==> src/rtl/melody_pkg.sv <==
// Shared constants for the melody sequencer: note codes, period table,
// FSM encoding and ROM entry field positions.
package melody_pkg;

  localparam logic [3:0] NOTE_REST = 4'd0;
  localparam logic [3:0] NOTE_DO   = 4'd1;
  localparam logic [3:0] NOTE_RE   = 4'd2;
  localparam logic [3:0] NOTE_MI   = 4'd3;
  localparam logic [3:0] NOTE_FA   = 4'd4;
  localparam logic [3:0] NOTE_SO   = 4'd5;
  localparam logic [3:0] NOTE_LA   = 4'd6;
  localparam logic [3:0] NOTE_SI   = 4'd7;

  localparam logic [17:0] PER_DO = 18'd190839;
  localparam logic [17:0] PER_RE = 18'd170067;
  localparam logic [17:0] PER_MI = 18'd151514;
  localparam logic [17:0] PER_FA = 18'd143265;
  localparam logic [17:0] PER_SO = 18'd127550;
  localparam logic [17:0] PER_LA = 18'd113635;
  localparam logic [17:0] PER_SI = 18'd101213;

  typedef enum logic [1:0] {ST_IDLE, ST_PLAY, ST_GAP, ST_PAUSE} state_e;

  localparam int CODE_HI = 7;
  localparam int CODE_LO = 4;
  localparam int DUR_HI  = 3;
  localparam int DUR_LO  = 0;

  // Codes 1..7 sound; 0 and 8..15 are rests.
  function automatic logic is_tone(input logic [3:0] code);
    return (code != NOTE_REST) && !code[3];
  endfunction

  // Rests keep the previous period so the tone generator sees no glitch.
  function automatic logic [17:0] period_of(input logic [3:0] code, input logic [17:0] prev);
    case (code)
      NOTE_DO: period_of = PER_DO;
      NOTE_RE: period_of = PER_RE;
      NOTE_MI: period_of = PER_MI;
      NOTE_FA: period_of = PER_FA;
      NOTE_SO: period_of = PER_SO;
      NOTE_LA: period_of = PER_LA;
      NOTE_SI: period_of = PER_SI;
      default: period_of = prev;
    endcase
  endfunction

endpackage

==> src/rtl/melody_rom.sv <==
// Combinational 64x8 score ROM: {note code, duration in beats}.
module melody_rom
  import melody_pkg::*;
(
  input  logic [5:0] addr,
  output logic [7:0] entry
);

  // Default score: DO..SI two beats each, one rest beat, then end markers.
  always_comb begin
    entry = {NOTE_REST, 4'd0};
    case (addr)
      6'd0: entry = {NOTE_DO,   4'd2};
      6'd1: entry = {NOTE_RE,   4'd2};
      6'd2: entry = {NOTE_MI,   4'd2};
      6'd3: entry = {NOTE_FA,   4'd2};
      6'd4: entry = {NOTE_SO,   4'd2};
      6'd5: entry = {NOTE_LA,   4'd2};
      6'd6: entry = {NOTE_SI,   4'd2};
      6'd7: entry = {NOTE_REST, 4'd1};
      default: entry = {NOTE_REST, 4'd0};
    endcase
  end

endmodule

==> src/rtl/melody_sequencer.sv <==
// Score player: walks the ROM, times notes in beats, inserts silent gaps,
// and supports pause/resume and stop.
module melody_sequencer
  import melody_pkg::*;
#(
  parameter logic [24:0] TICK_MAX = 25'd12499999,
  parameter logic [19:0] GAP_MAX  = 20'd999999,
  parameter logic [6:0]  SONG_LEN = 7'd64
) (
  input  logic        sys_clk,
  input  logic        sys_rst_n,
  input  logic        key_play,
  input  logic        key_stop,
  input  logic        loop_en,
  output logic [17:0] note_period,
  output logic        note_valid,
  output logic [5:0]  note_idx,
  output logic        playing,
  output logic        song_done
);

  state_e      state, nstate, resume_st, d_resume;
  logic [24:0] tick_cnt, d_tick;
  logic [3:0]  beat_cnt, d_beat;
  logic [19:0] gap_cnt, d_gap;
  logic [5:0]  addr, d_addr, addr_inc, rom_addr;
  logic [17:0] d_period;
  logic        d_valid, d_done;
  logic [7:0]  cur_entry, first_entry;
  logic [3:0]  cur_code, cur_dur, first_code, first_dur;
  logic        play_end, gap_end;

  assign addr_inc = ({1'b0, addr} == SONG_LEN - 7'd1) ? 6'd0 : addr + 6'd1;
  assign gap_end  = (gap_cnt == GAP_MAX);
  // On the last gap cycle look ahead at the next entry so it loads on the same edge.
  assign rom_addr = (state == ST_GAP && gap_end) ? addr_inc : addr;

  melody_rom u_rom_cur   (.addr(rom_addr), .entry(cur_entry));
  melody_rom u_rom_first (.addr(6'd0),     .entry(first_entry));

  assign cur_code   = cur_entry[CODE_HI:CODE_LO];
  assign cur_dur    = cur_entry[DUR_HI:DUR_LO];
  assign first_code = first_entry[CODE_HI:CODE_LO];
  assign first_dur  = first_entry[DUR_HI:DUR_LO];
  assign play_end   = (tick_cnt == TICK_MAX) && (beat_cnt == cur_dur - 4'd1);

  // State register
  always_ff @(posedge sys_clk or negedge sys_rst_n) begin
    if (!sys_rst_n) state <= ST_IDLE;
    else            state <= nstate;
  end

  // Next-state logic; stop overrides everything
  always_comb begin
    nstate = state;
    case (state)
      ST_IDLE:  if (key_play && first_dur != 4'd0) nstate = ST_PLAY;
      ST_PLAY:  if (key_play) nstate = ST_PAUSE;
                else if (play_end) nstate = ST_GAP;
      ST_GAP:   if (key_play) nstate = ST_PAUSE;
                else if (gap_end) begin
                  if (cur_dur != 4'd0)                   nstate = ST_PLAY;
                  else if (loop_en && first_dur != 4'd0) nstate = ST_PLAY;
                  else                                   nstate = ST_IDLE;
                end
      ST_PAUSE: if (key_play) nstate = resume_st;
      default:  nstate = ST_IDLE;
    endcase
    if (key_stop) nstate = ST_IDLE;
  end

  // Next values for counters and registered outputs. A pause edge still
  // consumes the current cycle, except the final gap cycle which is replayed.
  always_comb begin
    d_tick   = tick_cnt;
    d_beat   = beat_cnt;
    d_gap    = gap_cnt;
    d_addr   = addr;
    d_period = note_period;
    d_valid  = note_valid;
    d_done   = 1'b0;
    d_resume = resume_st;
    case (state)
      ST_IDLE: if (key_play) begin
        if (first_dur != 4'd0) begin
          d_addr = 6'd0; d_tick = '0; d_beat = '0; d_gap = '0;
          d_period = period_of(first_code, note_period);
          d_valid  = is_tone(first_code);
        end else begin
          d_done = 1'b1;
        end
      end
      ST_PLAY: begin
        if (play_end) begin
          d_tick = '0; d_beat = '0; d_gap = '0; d_valid = 1'b0;
        end else if (tick_cnt == TICK_MAX) begin
          d_tick = '0; d_beat = beat_cnt + 4'd1;
        end else begin
          d_tick = tick_cnt + 25'd1;
        end
        if (key_play) begin
          d_valid  = 1'b0;
          d_resume = play_end ? ST_GAP : ST_PLAY;
        end
      end
      ST_GAP: begin
        if (key_play) d_resume = ST_GAP;
        if (!gap_end) begin
          d_gap = gap_cnt + 20'd1;
        end else if (!key_play) begin
          d_gap = '0; d_tick = '0; d_beat = '0;
          if (cur_dur != 4'd0) begin
            d_addr   = addr_inc;
            d_period = period_of(cur_code, note_period);
            d_valid  = is_tone(cur_code);
          end else begin
            d_done = 1'b1;
            d_addr = 6'd0;
            if (loop_en && first_dur != 4'd0) begin
              d_period = period_of(first_code, note_period);
              d_valid  = is_tone(first_code);
            end
          end
        end
      end
      ST_PAUSE: if (key_play) d_valid = (resume_st == ST_PLAY) && is_tone(cur_code);
      default: ;
    endcase
    if (key_stop) begin
      d_tick = '0; d_beat = '0; d_gap = '0; d_addr = 6'd0;
      d_valid = 1'b0; d_done = 1'b0; d_resume = ST_PLAY;
    end
  end

  // Datapath and output registers
  always_ff @(posedge sys_clk or negedge sys_rst_n) begin
    if (!sys_rst_n) begin
      tick_cnt    <= '0;
      beat_cnt    <= '0;
      gap_cnt     <= '0;
      addr        <= '0;
      resume_st   <= ST_PLAY;
      note_period <= PER_DO;
      note_valid  <= 1'b0;
      song_done   <= 1'b0;
      playing     <= 1'b0;
    end else begin
      tick_cnt    <= d_tick;
      beat_cnt    <= d_beat;
      gap_cnt     <= d_gap;
      addr        <= d_addr;
      resume_st   <= d_resume;
      note_period <= d_period;
      note_valid  <= d_valid;
      song_done   <= d_done;
      playing     <= (nstate != ST_IDLE);
    end
  end

  assign note_idx = addr;

endmodule

==> config.mk <==
export PLATFORM = sky130hd
export DESIGN_NAME = melody_sequencer
export DESIGN_NICKNAME = d
export VERILOG_FILES = /design/src/rtl/melody_pkg.sv /design/src/rtl/melody_rom.sv /design/src/rtl/melody_sequencer.sv
export SDC_FILE = /design/constraint.sdc
export NUM_CORES = 1
export LEC_CHECK = 0
export CORE_MARGIN = 2
export CORE_UTILIZATION = 55
export CTS_BUF_LIST = sky130_fd_sc_hd__clkbuf_4 sky130_fd_sc_hd__clkbuf_8
export DETAILED_ROUTE_END_ITERATION = 7
export MAX_ROUTING_LAYER = met4
export PLACE_DENSITY = 0.75
export SYNTH_ARGS = -nofsm -noshare
export SYNTH_HDL_FRONTEND = slang
export SYNTH_HIERARCHICAL = 1
export SYNTH_SLANG_ARGS = --single-unit
export TNS_END_PERCENT = 30
==> constraint.sdc <==
create_clock -name sys_clk -period 7.1 [get_ports sys_clk]
set_input_delay 1.065 -clock sys_clk [delete_from_list [all_inputs] [get_ports sys_clk]]
set_output_delay 1.065 -clock sys_clk [all_outputs]
set_load 0.05 [all_outputs]
==> run metrics <==
Die Y around 100 um; Synth Instances around 640; number of antenna-violating nets in the routed design 0; met3 usage 0.0397; max cap viols 0; crit path launch type flop; Commonest cells post-synth o21ai_0, dfrtp_1, nand2_1, a21oi_1, nor2_1; Avg WL per Cell roughly 16 um; Multi-input gate area around 0.0032 mm2; final hold vios 0; placed cell area just under 0.006 mm2; CP delay by family, top compound AO/OA/AOI/OAI gates; Yosys reg bits 80; RR Endpoint gap_cnt[12]$_DFFE_PN0P_; All-Layer GR Usage 0.255; r2r startpoint gap_cnt[0]$_DFFE_PN0P_; YS warnings 6; Stages on worst setup path 16; # resized after CTS 0; hold_sp note_period[2]$_DFFE_PN1P_; setup bufs post-CTS 0; Inserted Clock Buffers 9; first-pass GRT wire length around 21000 um; Critical Path RT about 7.4 ns; post-synth top area cell dfrtp_1; worst slew pin tran ~1.3 ns; Worst Hold Path EP note_period[2]$_DFFE_PN1P_; post-synth cell types between 70 and 80; GRT Max-Usage Layer met2; share of the synthesized area in the top cell type 0.309; placed insts 790; NumNets Final approximately 700; CP endpoint kind flop; f_max a little over 200 MHz; setup TNS 0 ns; worst skew pair latency between 0.3 and 0.4 ns; routed wire length between 10000 and 15000 um; # diodes 0; critical path data arrival time around 5.3 ns; Cell Area, Synth between 0.005 and 0.006 mm2; status finished clean; number of synthesized flops with an enable pin 0; unrepaired setup endpoints after global routing no; grt total ovfl 0; Critical Path Fanout Max 20; crit-path cells ha_1, nand3_1, nor4_4, nand3_1, o21ai_0, o21ai_0, or3_4, a21oi_1, inv_1, ha_1, xor2_1, nand3_1, nor2_4, a21oi_1, o21ai_0, a21oi_1; worst hold path class reg2reg; critical path type reg2reg; detailed router's first-iteration violation count about 370; Die X ~100 um; fin crit share 0.700; Leak between 0.002 and 0.0025 uW; initial core utilization 0.561; # fillers approximately 840; met2 Track Usage GR 0.388; design area around 0.0060 mm2; GPL Wtd Cong 0.930; Clk pin slew, worst setup/hold paths ~0.080 ns; Worst Hold Depth 2; Bufs and invs on worst path 1; Post-Layout Cell Count 806; H-tree depth 3; clock tree buffer depth 2; cell area power density roughly 230 mW/mm2; layout cell share with drive strength beyond 1 0.0981; worst reg2reg path depth 16; drt first pass iters 5; largest net degree at the start of global routing between 80 and 90; Layout area overhead 11.1%; Critical-path top delay cell a21oi_1; most common cell in the netlist o21ai_0; Root Driver clkbuf_8; Top FF cell, synth dfrtp_1; TritonCTS clock tree yes; CORE AREA around 0.0097 mm2; Post-synth ARST share 1.00; DRC Markers 0; Std-Cell Rows 36; Seq/Total Area, Yosys 0.372; Crit path largest cell delay 0.98 ns; Peak VDD IR 0.148 mV; storage element area 0.00202 mm2; # setup viols final 0; cts hold-fix bufs 0; Syn Area/Cell 8.46 um2; Rel. slew slack 0.150; DR vias ~5000; Via density between 6 and 7; M1 GR Usage 0.350; DP Wirelength about 8800 um; vias in the first global route between 4000 and 5000; r2r setup slk between 2 and 2.5 ns; initial antenna violation count 0; Slew Viols, Final 0; Top Ports 32; Tmin final between 4 and 5 ns; die footprint about 0.011 mm2; top post-synthesis cells by area dfrtp_1, dfstp_2, o21ai_0; Post-Route Skew about 0.013 ns; CP Launch Point gap_cnt[0]$_DFFE_PN0P_; clk sinks 80; Port Buffer Count 31
==> cell usage in the layout (no fill, tap or decap), drive strengths merged, types with 8 or more instances in the layout <==
cell type / count
clkdlybuf4s50: 30
o31ai: 19
mux2i: 10
dfrtp: 67
o22ai: 12
clkbuf: 12
nand4: 9
ha: 10
a21oi: 56
a31oi: 9
or4: 10
inv: 21
a22o: 8
nand2: 64
dfstp: 13
conb: 21
nor4: 9
nor2: 55
nand2b: 12
nand3: 23
or2: 9
or3: 8
and3: 8
nor3: 21
o21ai: 71
==> power breakdown <==
part / switching [uW] / leakage, uW / internal, uW / total [uW]
sequential: 42.3 / 0.00106 / 519 / 561
clock: 175 / 0.000116 / 222 / 397
combinational: 275 / 0.00119 / 139 / 413
total: 492 / 0.00237 / 879 / 1370
==> worst register-to-register path: stages, from the launching register on <==
cell     delay, ns
dfrtp_1       0.39
ha_1          0.18
nand3_1       0.20
nor4_4        0.56
nand3_1       0.36
o21ai_0       0.27
o21ai_0       0.15
or3_4         0.37
a21oi_1       0.19
inv_1         0.10
ha_1          0.30
xor2_1        0.15
nand3_1       0.20
nor2_4        0.07
a21oi_1       0.98
o21ai_0       0.26
a21oi_1       0.18
==> worst max path at each step <==
| stage | end | slack (ns) |
|---|---|---|
| final | gap_cnt[12]$_DFFE_PN0P_ | 2.13 |
| after global routing | note_period[7]$_DFFE_PN0P_ | 1.65 |
| after CTS | note_period[13]$_DFFE_PN1P_ | 2.18 |
| after detailed placement | note_period[3]$_DFFE_PN0P_ | 2.17 |
| after global placement | note_period[13]$_DFFE_PN1P_ | 2.40 |
| after floorplan | beat_cnt[3]$_DFFE_PN0P_ | 2.96 |
==> layer usage <==
metal | routed length, um | share of wire
met2 | 5960 | 0.47
met5 | 0 | 0
met3 | 492 | 0.039
met1 | 5980 | 0.47
met4 | 168 | 0.013
==> kinds of logic after synthesis <==
logic type	Yosys count	share of synthesized area
AND/OR/NAND/NOR	256	0.261
AO/OA/AOI/OAI	212	0.247
flip-flops	80	0.372
buffers and inverters	58	0.0518
adder cells (fa/ha/maj)	10	0.0230
other	3	0.00207
multiplexers	13	0.0246
XOR/XNOR	10	0.0187
==> final cells by class <==
class / instances / share of cell area
Clock buffer: 12 / 0.0263
Timing Repair Buffer: 34 / 0.0547
Inverter: 21 / 0.0131
Clock inverter: 4 / 0.0126
Tap cell: 133 / 0.0276
Sequential cell: 80 / 0.334
Multi-Input combinational cell: 522 / 0.531
==> sequential cells by signal, indices dropped and copies added (netlist names) <==
signal / cells
note_period: 18
gap_cnt: 20
note_idx: 6
playing: 1
beat_cnt: 4
song_done: 1
resume_st: 2
state: 2
tick_cnt: 25
note_valid: 1
==> per-stage QoR <==
| step | hold WS [ns] | total power, uW | utilization | worst slack [ns] |
|---|---|---|---|---|
| 2_1_floorplan | 0.440 | 863 | - | 2.96 |
| 3_3_place_gp | 0.464 | 971 | 0.599 | 2.40 |
| 3_5_place_dp | 0.471 | 978 | 0.599 | 2.17 |
| 4_1_cts | 0.484 | 1370 | 0.623 | 2.18 |
| 5_1_grt | 0.495 | 1430 | 0.623 | 1.65 |
| 6_report | 0.479 | 1370 | 0.623 | 2.13 |
Power figures use the tool's default switching activity.
